`src/rtl/align_shifter_pkg.sv`:
```
// Shared FP datapath types and widths for the alignment shifter.
package align_shifter_pkg;

    localparam int unsigned FP_MANT_W  = 28;
    localparam int unsigned FP_LANE_W  = 14;
    localparam int unsigned FP_SHAMT_W = 5;

    typedef enum logic [1:0] {
        FMT_FP32 = 2'd0,
        FMT_FP16 = 2'd1,
        FMT_BF16 = 2'd2
    } fp_fmt_e;

    // Stage 1 handles the by-16/by-8 part of a shift amount.
    function automatic logic [FP_SHAMT_W-1:0] coarse_amt(input logic [FP_SHAMT_W-1:0] s);
        return {s[4:3], 3'b000};
    endfunction

    // Stage 2 handles the by-4/2/1 part of a shift amount.
    function automatic logic [FP_SHAMT_W-1:0] fine_amt(input logic [2:0] s);
        return {2'b00, s};
    endfunction

endpackage

```
`src/rtl/lane_rshift_sticky.sv`:
```
// One-lane right shift with bits entering from fill_i; sticky_c (ALIGN_STICKY_EN)
// is the OR of every {fill_i, d_i} bit that falls below the lane.
module lane_rshift_sticky
    import align_shifter_pkg::*;
#(
    parameter int unsigned W = FP_LANE_W
) (
    input  logic [W-1:0]          d_i,
    input  logic [W-1:0]          fill_i,
    input  logic [FP_SHAMT_W-1:0] amt_i,
    output logic [W-1:0]          q_c
`ifdef ALIGN_STICKY_EN
    ,
    output logic                  sticky_c
`endif
);

    logic [2*W-1:0] cat;

    assign cat = {fill_i, d_i};
    assign q_c = W'(cat >> amt_i);

`ifdef ALIGN_STICKY_EN
    always_comb begin
        sticky_c = 1'b0;
        for (int i = 0; i < int'(2 * W); i++) begin
            if (i < int'(amt_i)) begin
                sticky_c = sticky_c | cat[i];
            end
        end
    end
`endif

endmodule

```
`src/rtl/align_shifter.sv`:
```
// Two-stage right-shift alignment unit: one 28-bit lane in FP32, two 14-bit lanes
// otherwise. Sticky collection is built only when ALIGN_STICKY_EN is defined.
module align_shifter
    import align_shifter_pkg::*;
#(
    parameter int unsigned DATA_W = FP_MANT_W
) (
    input  logic                  clk,
    input  logic                  rst_n,
    input  logic                  in_valid,
    output logic                  in_ready,
    input  fp_fmt_e               fmt,
    input  logic [DATA_W-1:0]     x,
    input  logic [FP_SHAMT_W-1:0] shamt_h,
    input  logic [FP_SHAMT_W-1:0] shamt_l,
    output logic                  out_valid,
    input  logic                  out_ready,
    output fp_fmt_e               out_fmt,
    output logic [DATA_W-1:0]     r,
    output logic                  sticky_h,
    output logic                  sticky_l
);

    localparam int unsigned LANE_W = DATA_W / 2;

    logic s1_adv, s2_adv;

    logic                  s1_valid_q, s1_valid_d;
    fp_fmt_e               s1_fmt_q, s1_fmt_d;
    logic [DATA_W-1:0]     s1_data_q, s1_data_d;
    logic [2:0]            s1_fine_h_q, s1_fine_h_d;
    logic [2:0]            s1_fine_l_q, s1_fine_l_d;

    logic                  s2_valid_q, s2_valid_d;
    fp_fmt_e               s2_fmt_q, s2_fmt_d;
    logic [DATA_W-1:0]     s2_r_q, s2_r_d;

    logic                  in_fp32, s1_fp32;
    logic [LANE_W-1:0]     c1_fill_l, c1_h, c1_l;
    logic [LANE_W-1:0]     c2_fill_l, c2_h, c2_l;
    logic [FP_SHAMT_W-1:0] c1_amt_l;

    assign s2_adv   = !s2_valid_q || out_ready;
    assign s1_adv   = !s1_valid_q || s2_adv;
    assign in_ready = s1_adv;

    // In FP32 the l lane takes the h lane as fill so the shift crosses the boundary.
    assign in_fp32   = (fmt == FMT_FP32);
    assign c1_fill_l = in_fp32 ? x[DATA_W-1:LANE_W] : '0;
    assign c1_amt_l  = in_fp32 ? shamt_h : shamt_l;

    assign s1_fp32   = (s1_fmt_q == FMT_FP32);
    assign c2_fill_l = s1_fp32 ? s1_data_q[DATA_W-1:LANE_W] : '0;

`ifdef ALIGN_STICKY_EN
    logic c1_st_h, c1_st_l, c2_st_h, c2_st_l;
    logic s1_st_h_q, s1_st_h_d, s1_st_l_q, s1_st_l_d;
    logic s2_st_h_q, s2_st_h_d, s2_st_l_q, s2_st_l_d;
`endif

    lane_rshift_sticky #(.W(LANE_W)) u_s1_h (
        .d_i      (x[DATA_W-1:LANE_W]),
        .fill_i   ('0),
        .amt_i    (coarse_amt(shamt_h)),
        .q_c      (c1_h)
`ifdef ALIGN_STICKY_EN
        ,
        .sticky_c (c1_st_h)
`endif
    );

    lane_rshift_sticky #(.W(LANE_W)) u_s1_l (
        .d_i      (x[LANE_W-1:0]),
        .fill_i   (c1_fill_l),
        .amt_i    (coarse_amt(c1_amt_l)),
        .q_c      (c1_l)
`ifdef ALIGN_STICKY_EN
        ,
        .sticky_c (c1_st_l)
`endif
    );

    lane_rshift_sticky #(.W(LANE_W)) u_s2_h (
        .d_i      (s1_data_q[DATA_W-1:LANE_W]),
        .fill_i   ('0),
        .amt_i    (fine_amt(s1_fine_h_q)),
        .q_c      (c2_h)
`ifdef ALIGN_STICKY_EN
        ,
        .sticky_c (c2_st_h)
`endif
    );

    lane_rshift_sticky #(.W(LANE_W)) u_s2_l (
        .d_i      (s1_data_q[LANE_W-1:0]),
        .fill_i   (c2_fill_l),
        .amt_i    (fine_amt(s1_fine_l_q)),
        .q_c      (c2_l)
`ifdef ALIGN_STICKY_EN
        ,
        .sticky_c (c2_st_l)
`endif
    );

    // Next-state: a stage loads only when it advances.
    always_comb begin
        s1_valid_d  = s1_valid_q;
        s1_fmt_d    = s1_fmt_q;
        s1_data_d   = s1_data_q;
        s1_fine_h_d = s1_fine_h_q;
        s1_fine_l_d = s1_fine_l_q;
        s2_valid_d  = s2_valid_q;
        s2_fmt_d    = s2_fmt_q;
        s2_r_d      = s2_r_q;
`ifdef ALIGN_STICKY_EN
        s1_st_h_d   = s1_st_h_q;
        s1_st_l_d   = s1_st_l_q;
        s2_st_h_d   = s2_st_h_q;
        s2_st_l_d   = s2_st_l_q;
`endif
        if (s1_adv) begin
            s1_valid_d = in_valid;
            if (in_valid) begin
                s1_fmt_d    = fmt;
                s1_data_d   = {c1_h, c1_l};
                s1_fine_h_d = shamt_h[2:0];
                s1_fine_l_d = c1_amt_l[2:0];
`ifdef ALIGN_STICKY_EN
                s1_st_h_d   = in_fp32 ? c1_st_l : c1_st_h;
                s1_st_l_d   = c1_st_l;
`endif
            end
        end
        if (s2_adv) begin
            s2_valid_d = s1_valid_q;
            if (s1_valid_q) begin
                s2_fmt_d  = s1_fmt_q;
                s2_r_d    = {c2_h, c2_l};
`ifdef ALIGN_STICKY_EN
                s2_st_h_d = s1_st_h_q | (s1_fp32 ? c2_st_l : c2_st_h);
                s2_st_l_d = s1_st_l_q | c2_st_l;
`endif
            end
        end
    end

    always_ff @(posedge clk) begin
        if (!rst_n) begin
            s1_valid_q  <= 1'b0;
            s1_fmt_q    <= FMT_FP32;
            s1_data_q   <= '0;
            s1_fine_h_q <= '0;
            s1_fine_l_q <= '0;
            s2_valid_q  <= 1'b0;
            s2_fmt_q    <= FMT_FP32;
            s2_r_q      <= '0;
`ifdef ALIGN_STICKY_EN
            s1_st_h_q   <= 1'b0;
            s1_st_l_q   <= 1'b0;
            s2_st_h_q   <= 1'b0;
            s2_st_l_q   <= 1'b0;
`endif
        end else begin
            s1_valid_q  <= s1_valid_d;
            s1_fmt_q    <= s1_fmt_d;
            s1_data_q   <= s1_data_d;
            s1_fine_h_q <= s1_fine_h_d;
            s1_fine_l_q <= s1_fine_l_d;
            s2_valid_q  <= s2_valid_d;
            s2_fmt_q    <= s2_fmt_d;
            s2_r_q      <= s2_r_d;
`ifdef ALIGN_STICKY_EN
            s1_st_h_q   <= s1_st_h_d;
            s1_st_l_q   <= s1_st_l_d;
            s2_st_h_q   <= s2_st_h_d;
            s2_st_l_q   <= s2_st_l_d;
`endif
        end
    end

    assign out_valid = s2_valid_q;
    assign out_fmt   = s2_fmt_q;
    assign r         = s2_r_q;

`ifdef ALIGN_STICKY_EN
    assign sticky_h = s2_st_h_q;
    assign sticky_l = s2_st_l_q;
`else
    assign sticky_h = 1'b0;
    assign sticky_l = 1'b0;
`endif

endmodule

```
`config.mk`:
```
export PLATFORM = sky130hd
export DESIGN_NAME = align_shifter
export DESIGN_NICKNAME = d
export VERILOG_FILES = /design/src/rtl/align_shifter_pkg.sv /design/src/rtl/lane_rshift_sticky.sv /design/src/rtl/align_shifter.sv
export SDC_FILE = /design/constraint.sdc
export NUM_CORES = 1
export LEC_CHECK = 0
export ABC_AREA = 1
export CORE_MARGIN = 2
export CORE_UTILIZATION = 35
export DETAILED_ROUTE_END_ITERATION = 7
export GPL_TIMING_DRIVEN = 0
export PLACE_DENSITY = 0.6
export SETUP_SLACK_MARGIN = 0.15
export SLEW_MARGIN = 20
export SYNTH_ARGS = -nofsm -noshare
export SYNTH_HDL_FRONTEND = slang
export SYNTH_SLANG_ARGS = --single-unit
export TNS_END_PERCENT = 10
```
`constraint.sdc`:
```
create_clock -name clk -period 1.5 [get_ports clk]
set_input_delay 0.225 -clock clk [delete_from_list [all_inputs] [get_ports clk]]
set_output_delay 0.225 -clock clk [all_outputs]
set_load 0.1 [all_outputs]
```
==> flow_metrics.env, run 1 <==
export IMPL_clkPwrFrac=0.362
export IMPL_relSlewSlack=0.638
export IMPL_antenna_found_initial=0
export IMPL_cp_slowest_cell="clkdlybuf4s15_2"
export IMPL_ir_drop_uv=583
export IMPL_p_int_mw=3.51
export IMPL_synth_seq_area_share=0.338
export IMPL_clock_fmax_mhz=696
export IMPL_die_y_um=111
export IMPL_r2r_setup_slack_ps=170
export IMPL_grt_usage=0.212
export IMPL_criticalPathCategory="flop to output pin"
export IMPL_report_final_slew_viol_count=0
export IMPL_drc=0
export IMPL_grt_pass1_wl_mm=21.2
export IMPL_rows=39
export IMPL_wl_per_cell_um=14.4
export IMPL_grt_pass1_vias=4311
export IMPL_grt_overflow=0
export IMPL_switchingPower_mw=1.91
export IMPL_cts_sinks=68
export IMPL_ctsHtreeMaxLevel=3
export IMPL_final_layout_size_suffix_gt1_frac=0.166
export IMPL_clockBufferDepth=2
export IMPL_netlist_area_sq_um=4030
export IMPL_cts_tree="built"
export IMPL_place_area_sq_um=4960
export IMPL_setup_worst_path_end="r[16]"
export IMPL_synth_seq_cells=68
export IMPL_worst_pin_slew_ps=546
export IMPL_drtIter0Drc=257
export IMPL_r2r_cells=4
export IMPL_reg2reg_from="s1_fine_l_q[2]"
export IMPL_clkTransAtPathRegs_ps=60
export IMPL_gp_congestion=0.873
export IMPL_ant_nets=0
export IMPL_min_period_ps=1440
export IMPL_die_x_um=111
export IMPL_start_util=0.356
export IMPL_syn_area_per_cell_sq_um=6.30
export IMPL_crit_required_ps=1270
export IMPL_hp_class="input port to flop"
export IMPL_fin_area_sq_um=5330
export IMPL_cpPeakStageDelay_ps=550
export IMPL_routed_wl_mm=12.7
export IMPL_core_area_sq_um=11300
export IMPL_synth_top_area_share=0.338
export IMPL_pwr_share_seq=0.368
export IMPL_synth_area_leader_cell="dfxtp_1"
export IMPL_reg2reg_to="s1_fine_l_q[2]"
export IMPL_crit_start="r[16]"
export IMPL_critPathArrivalTime_ps=1210
export IMPL_fin_skew_ps=6.66
export IMPL_switching_share=0.353
export IMPL_holdPathStages=3
export IMPL_path_buf_inv=1
export IMPL_combPwrFrac=0.269
export IMPL_path_depth=1
export IMPL_pre_cts_slack_ps=-705
export IMPL_die_area_sq_um=12400
export IMPL_vias=4520
export IMPL_cpLargestDelayFamily="buffers and inverters"
export IMPL_ios=78
export IMPL_synthTopCellsByArea="dfxtp_1 (34%), nand2_1 (17%), nand3_1 (14%)"
export IMPL_grt_start_max_net_pins=14
export IMPL_cts_buffers=9
export IMPL_critPathCaptureType="output pin"
export IMPL_area_growth_syn_to_layout_pct=32.4
export IMPL_hpwlAfterDp_mm=9.91
export IMPL_post_synth_inst_count=640
export IMPL_setup_ws_ps=64.0
export IMPL_portBuffers=73
export IMPL_grt_setup_unrepaired="yes"
export IMPL_ctsHoldBuffers=0
export IMPL_fin_nets=776
export IMPL_crit_fanout=2
export IMPL_dr_pass1_iters=5
export IMPL_final_setup_viol_count=0
export IMPL_viasPerCell=5.14
export IMPL_period_share=0.957
export IMPL_cts_root_buf="clkbuf_16"
export IMPL_post_route_util=0.471
export IMPL_status="finished clean"
export IMPL_p_leak_nw=2.40
export IMPL_ys_types=32
export IMPL_yosys_warnings=0
export IMPL_cp_start_kind="flop"
export IMPL_crit_chain="clkdlybuf4s15_2"
export IMPL_drv_cap=0
export IMPL_clk_latency_ps=330
export IMPL_power_density_nw_per_um2=1020
export IMPL_hold_viol=0
export IMPL_num_antenna_cells=0
export IMPL_whs_ps=309
flip-flops by register name, indices dropped and copies added (netlist names):
register and flops:
r 28, s1_data_q 28, s1_fine_h_q 3, s1_fine_l_q 3, out_fmt 2, s1_fmt_q 2, out_valid 1, s1_valid_q 1
cells in the final DEF (no fill, tap or decap), drive strengths merged:
master	count
a211oi	1
a21oi	43
a22oi	3
a31oi	5
and2	1
buf	49
clkbuf	17
clkdlybuf4s15	12
clkdlybuf4s18	10
clkdlybuf4s50	39
clkinv	6
clkinvlp	3
conb	2
dfxtp	68
dlymetal6s2s	2
inv	52
nand2	190
nand3	115
nand3b	6
nand4	1
nor2	52
nor3	5
o211ai	5
o21ai	46
or2	4
repair_timing:
action	in CTS	in global routing
hold endpoints to repair	0	0
setup buffers	0	6
endpoints found under the setup margin	91	89
resized for setup	120	38
cloned	0	1
pin swaps	0	3
layer usage:
| layer | track usage | wire, um |
|---|---|---|
| met1 | 0.291 | 6030 |
| met4 | 0.0930 | 310 |
| met3 | 0.0306 | 655 |
| met5 | 0 | 0 |
| met2 | 0.332 | 5700 |
area by class of cell:
type                            count  area, sq um
Buffer                             40          269
Sequential cell                    68         1370
Clock buffer                        9          225
Tap cell                          143          179
Timing Repair Buffer               80          756
Clock inverter                      7         53.8
Fill cell                        1214         5990
Multi-Input combinational cell    479         2270
Inverter                           54          211
cell families (layout without fill, tap and decap cells):
family	Yosys count	in the layout	share of synthesized area
and+or+nand+nor	374	374	0.414
DFF	68	68	0.338
AOI/OAI and AO/OA	103	103	0.135
other	1	2	0.000931
buffers and inverters	94	190	0.112
cells in the mapped netlist:
cell / number
nor2_1: 46
nor3_1: 5
nand2_4: 3
nor2_4: 4
clkbuf_1: 7
nand3_2: 1
clkbuf_2: 1
buf_4: 8
buf_6: 5
o21ai_0: 37
nand4_1: 1
conb_1: 1
clkinv_4: 1
or2_2: 4
buf_2: 19
dfxtp_1: 68
inv_4: 1
inv_2: 2
clkinv_1: 1
a31oi_1: 5
nand2_1: 182
o21ai_1: 9
nor2_2: 2
and2_1: 1
inv_1: 49
a211oi_1: 1
nand3b_1: 6
o211ai_1: 5
nand3_1: 114
a22oi_1: 3
a21oi_1: 43
nand2_2: 5
stage by stage:
stage	TNS (ps)	instances	power [mW]
2_1_floorplan	-3850	641	3.04
3_3_place_gp	-22050	857	3.46
3_5_place_dp	-23420	857	3.46
4_1_cts	0	873	5.42
5_1_grt	0	880	5.69
6_report	0	880	5.42
power by group through the flow:
stage | Sequential [mW] | Clock [mW] | Combinational (mW)
floorplan | 2.36 | 0 | 0.680
global placement | 2.03 | 0 | 1.43
detailed placement | 2.03 | 0 | 1.43
CTS | 1.99 | 2.01 | 1.42
global route | 2.01 | 2.08 | 1.59
finish | 2.00 | 1.96 | 1.46
worst min path at each step:
stage | slack [ps] | to | from
5_1_grt | 330 | s1_fmt_q[1] | fmt[1]
2_1_floorplan | 360 | r[7] | rst_n
4_1_cts | 370 | s1_data_q[23] | shamt_h[4]
6_report | 310 | s1_fmt_q[1] | fmt[1]
3_3_place_gp | 460 | r[24] | r[24]
3_5_place_dp | 470 | r[25] | r[25]
Power figures use the tool's default switching activity.
==> inputs of run 2 (changes only) <==
CORE_UTILIZATION = 30   (was 35)
PLACE_DENSITY = 0.53   (was 0.6)
==> run 2 against run 1 <==
Setup slack lost 9.8 ps. Hold slack lost 15 ps. Global-route usage shrank 2.6 points. Power grew 8.5%. Via count shrank 1.1%. Count of clock-buffer cells in the layout is the same. Clock power grew 25%. Critical path depth is the same. Maximum frequency shrank 0.68%. Critical path type unchanged. Largest cell class unchanged. Largest power group is now clock. Highest routed layer unchanged.
==> flow_metrics.env, run 2 (synthesized netlist as in run 1, its figures left out) <==
export IMPL_n_fill_cell=1415
export IMPL_core_area_sq_um=13200
export IMPL_die_y_um=120
export IMPL_tns_ps=0
export IMPL_final_cell_mix="nand2_1 (181), nand3_1 (113), dfxtp_1 (66), inv_1 (48), nor2_1 (46)"
export IMPL_finalPower_mw=5.88
export IMPL_crit_start="r[3]"
export IMPL_die_x_um=120
export IMPL_cts_buffers=9
export IMPL_critPathCaptureType="output pin"
export IMPL_routed_wl_mm=13.0
export IMPL_fin_nets=772
export IMPL_hp_class="input port to flop"
export IMPL_final_setup_viol_count=0
export IMPL_grt_overflow=0
export IMPL_clock_fmax_mhz=692
export IMPL_hpwlAfterDp_mm=10.3
export IMPL_setup_ws_ps=54.2
export IMPL_period_share=0.964
export IMPL_clockBufferDepth=2
export IMPL_hold_viol=0
export IMPL_cts_root_buf="clkbuf_16"
export IMPL_grt_pass1_vias=4191
export IMPL_start_util=0.305
export IMPL_cp_start_kind="flop"
export IMPL_die_area_sq_um=14400
export IMPL_ctsHtreeMaxLevel=3
export IMPL_antenna_found_initial=0
export IMPL_cpLargestDelayFamily="buffers and inverters"
export IMPL_power_density_nw_per_um2=1100
export IMPL_grt_pass1_wl_mm=21.1
export IMPL_layout_commonest_cell="nand2_1"
export IMPL_clkTransAtPathRegs_ps=60
export IMPL_ctsHoldBuffers=0
export IMPL_min_period_ps=1450
export IMPL_wl_per_cell_um=14.3
export IMPL_grt_usage=0.186
export IMPL_met1_length_mm=6.21
export IMPL_ios=78
export IMPL_num_antenna_cells=0
export IMPL_gp_congestion=0.841
export IMPL_clk_latency_ps=340
export IMPL_status="finished clean"
export IMPL_crit_chain="clkdlybuf4s15_2"
export IMPL_cts_sinks=68
export IMPL_drc=0
export IMPL_cpPeakStageDelay_ps=560
export IMPL_p_leak_nw=2.42
export IMPL_viasPerCell=4.92
export IMPL_worst_pin_slew_ps=549
export IMPL_drtIter0Drc=315
export IMPL_grt_start_max_net_pins=13
export IMPL_relSlewSlack=0.636
export IMPL_route_met3_wl_um=638
export IMPL_fin_skew_ps=6.00
export IMPL_pre_cts_slack_ps=-712
export IMPL_rows=42
export IMPL_critPathArrivalTime_ps=1220
export IMPL_final_layout_size_suffix_gt1_frac=0.161
export IMPL_grt_setup_unrepaired="yes"
export IMPL_wl_met2_mm=5.80
export IMPL_ir_drop_uv=587
export IMPL_top_layer="met4"
export IMPL_crit_fanout=2
export IMPL_report_final_slew_viol_count=0
export IMPL_min_from="fmt[1]"
export IMPL_multi_input_area_sq_um=2260
export IMPL_criticalPathCategory="flop to output pin"
export IMPL_cts_tree="built"
export IMPL_path_buf_inv=1
export IMPL_portBuffers=73
export IMPL_area_growth_syn_to_layout_pct=33.2
export IMPL_crit_required_ps=1270
export IMPL_regArea_sq_um=1370
export IMPL_cp_slowest_cell="clkdlybuf4s15_2"
export IMPL_dr_pass1_iters=7
export IMPL_reg2reg_from="s1_valid_q"
export IMPL_drv_cap=0
export IMPL_vias=4470
export IMPL_ant_nets=0
[run 2: power breakdown]
part           internal (mW)  switching (mW)
Clock                   1.62           0.829
Sequential              1.92          0.0792
Combinational          0.453           0.987
Total                   3.99            1.90
[run 2: cell type report]
class,instances,area share
plain buffers,40,0.0501
clock inverters,7,0.0214
well taps,176,0.0410
inverters,54,0.0394
multi-input cells,480,0.421
clock buffers,9,0.0420
repair buffers,75,0.131
flip-flops and latches,68,0.255
[run 2: routing by layer]
metal,vias up,track usage
met1,2033,0.258
met5,-,0
met4,0,0.0757
met2,141,0.294
met3,21,0.0209
li1,2275,-
[run 2: final timing paths]
kind / to / slack [ps] / cells after the start
max: r[3] / 50 / 1
min: s1_fmt_q[1] / 290 / 3
max reg2reg: s1_fine_l_q[2] / 180 / 6
min reg2reg: r[24] / 470 / 2
[run 2: stage by stage]
stage	hold WS [ps]	instances	instance area (sq um)	utilization
2_1_floorplan	363	641	4050	-
3_3_place_gp	459	890	5000	0.379
3_5_place_dp	465	890	5000	0.379
4_1_cts	366	906	5330	0.404
5_1_grt	314	909	5370	0.407
6_report	294	909	5370	0.407
[run 2: worst reg2reg max path: cells and delay by family (launching register included)]
family	cells	cell delay, ps
flip-flops	1	420
AO/OA/AOI/OAI	2	260
AND/OR/NAND/NOR	2	270
buffers and inverters	2	250
[run 2: what timing repair did]
| item | in CTS | in global routing |
|---|---|---|
| gates cloned | 0 | 1 |
| setup buffers | 0 | 2 |
| resized for setup | 123 | 45 |
| hold endpoints to repair | 0 | 0 |
| pin swaps | 0 | 3 |
| setup endpoints to repair | 92 | 94 |
==> inputs of run 3 (changes only) <==
CTS_CLUSTER_DIAMETER = 30   (was unset)
==> results of run 3 <==
Same layout as run 2: the final DEF is identical, and so are final timing and power.
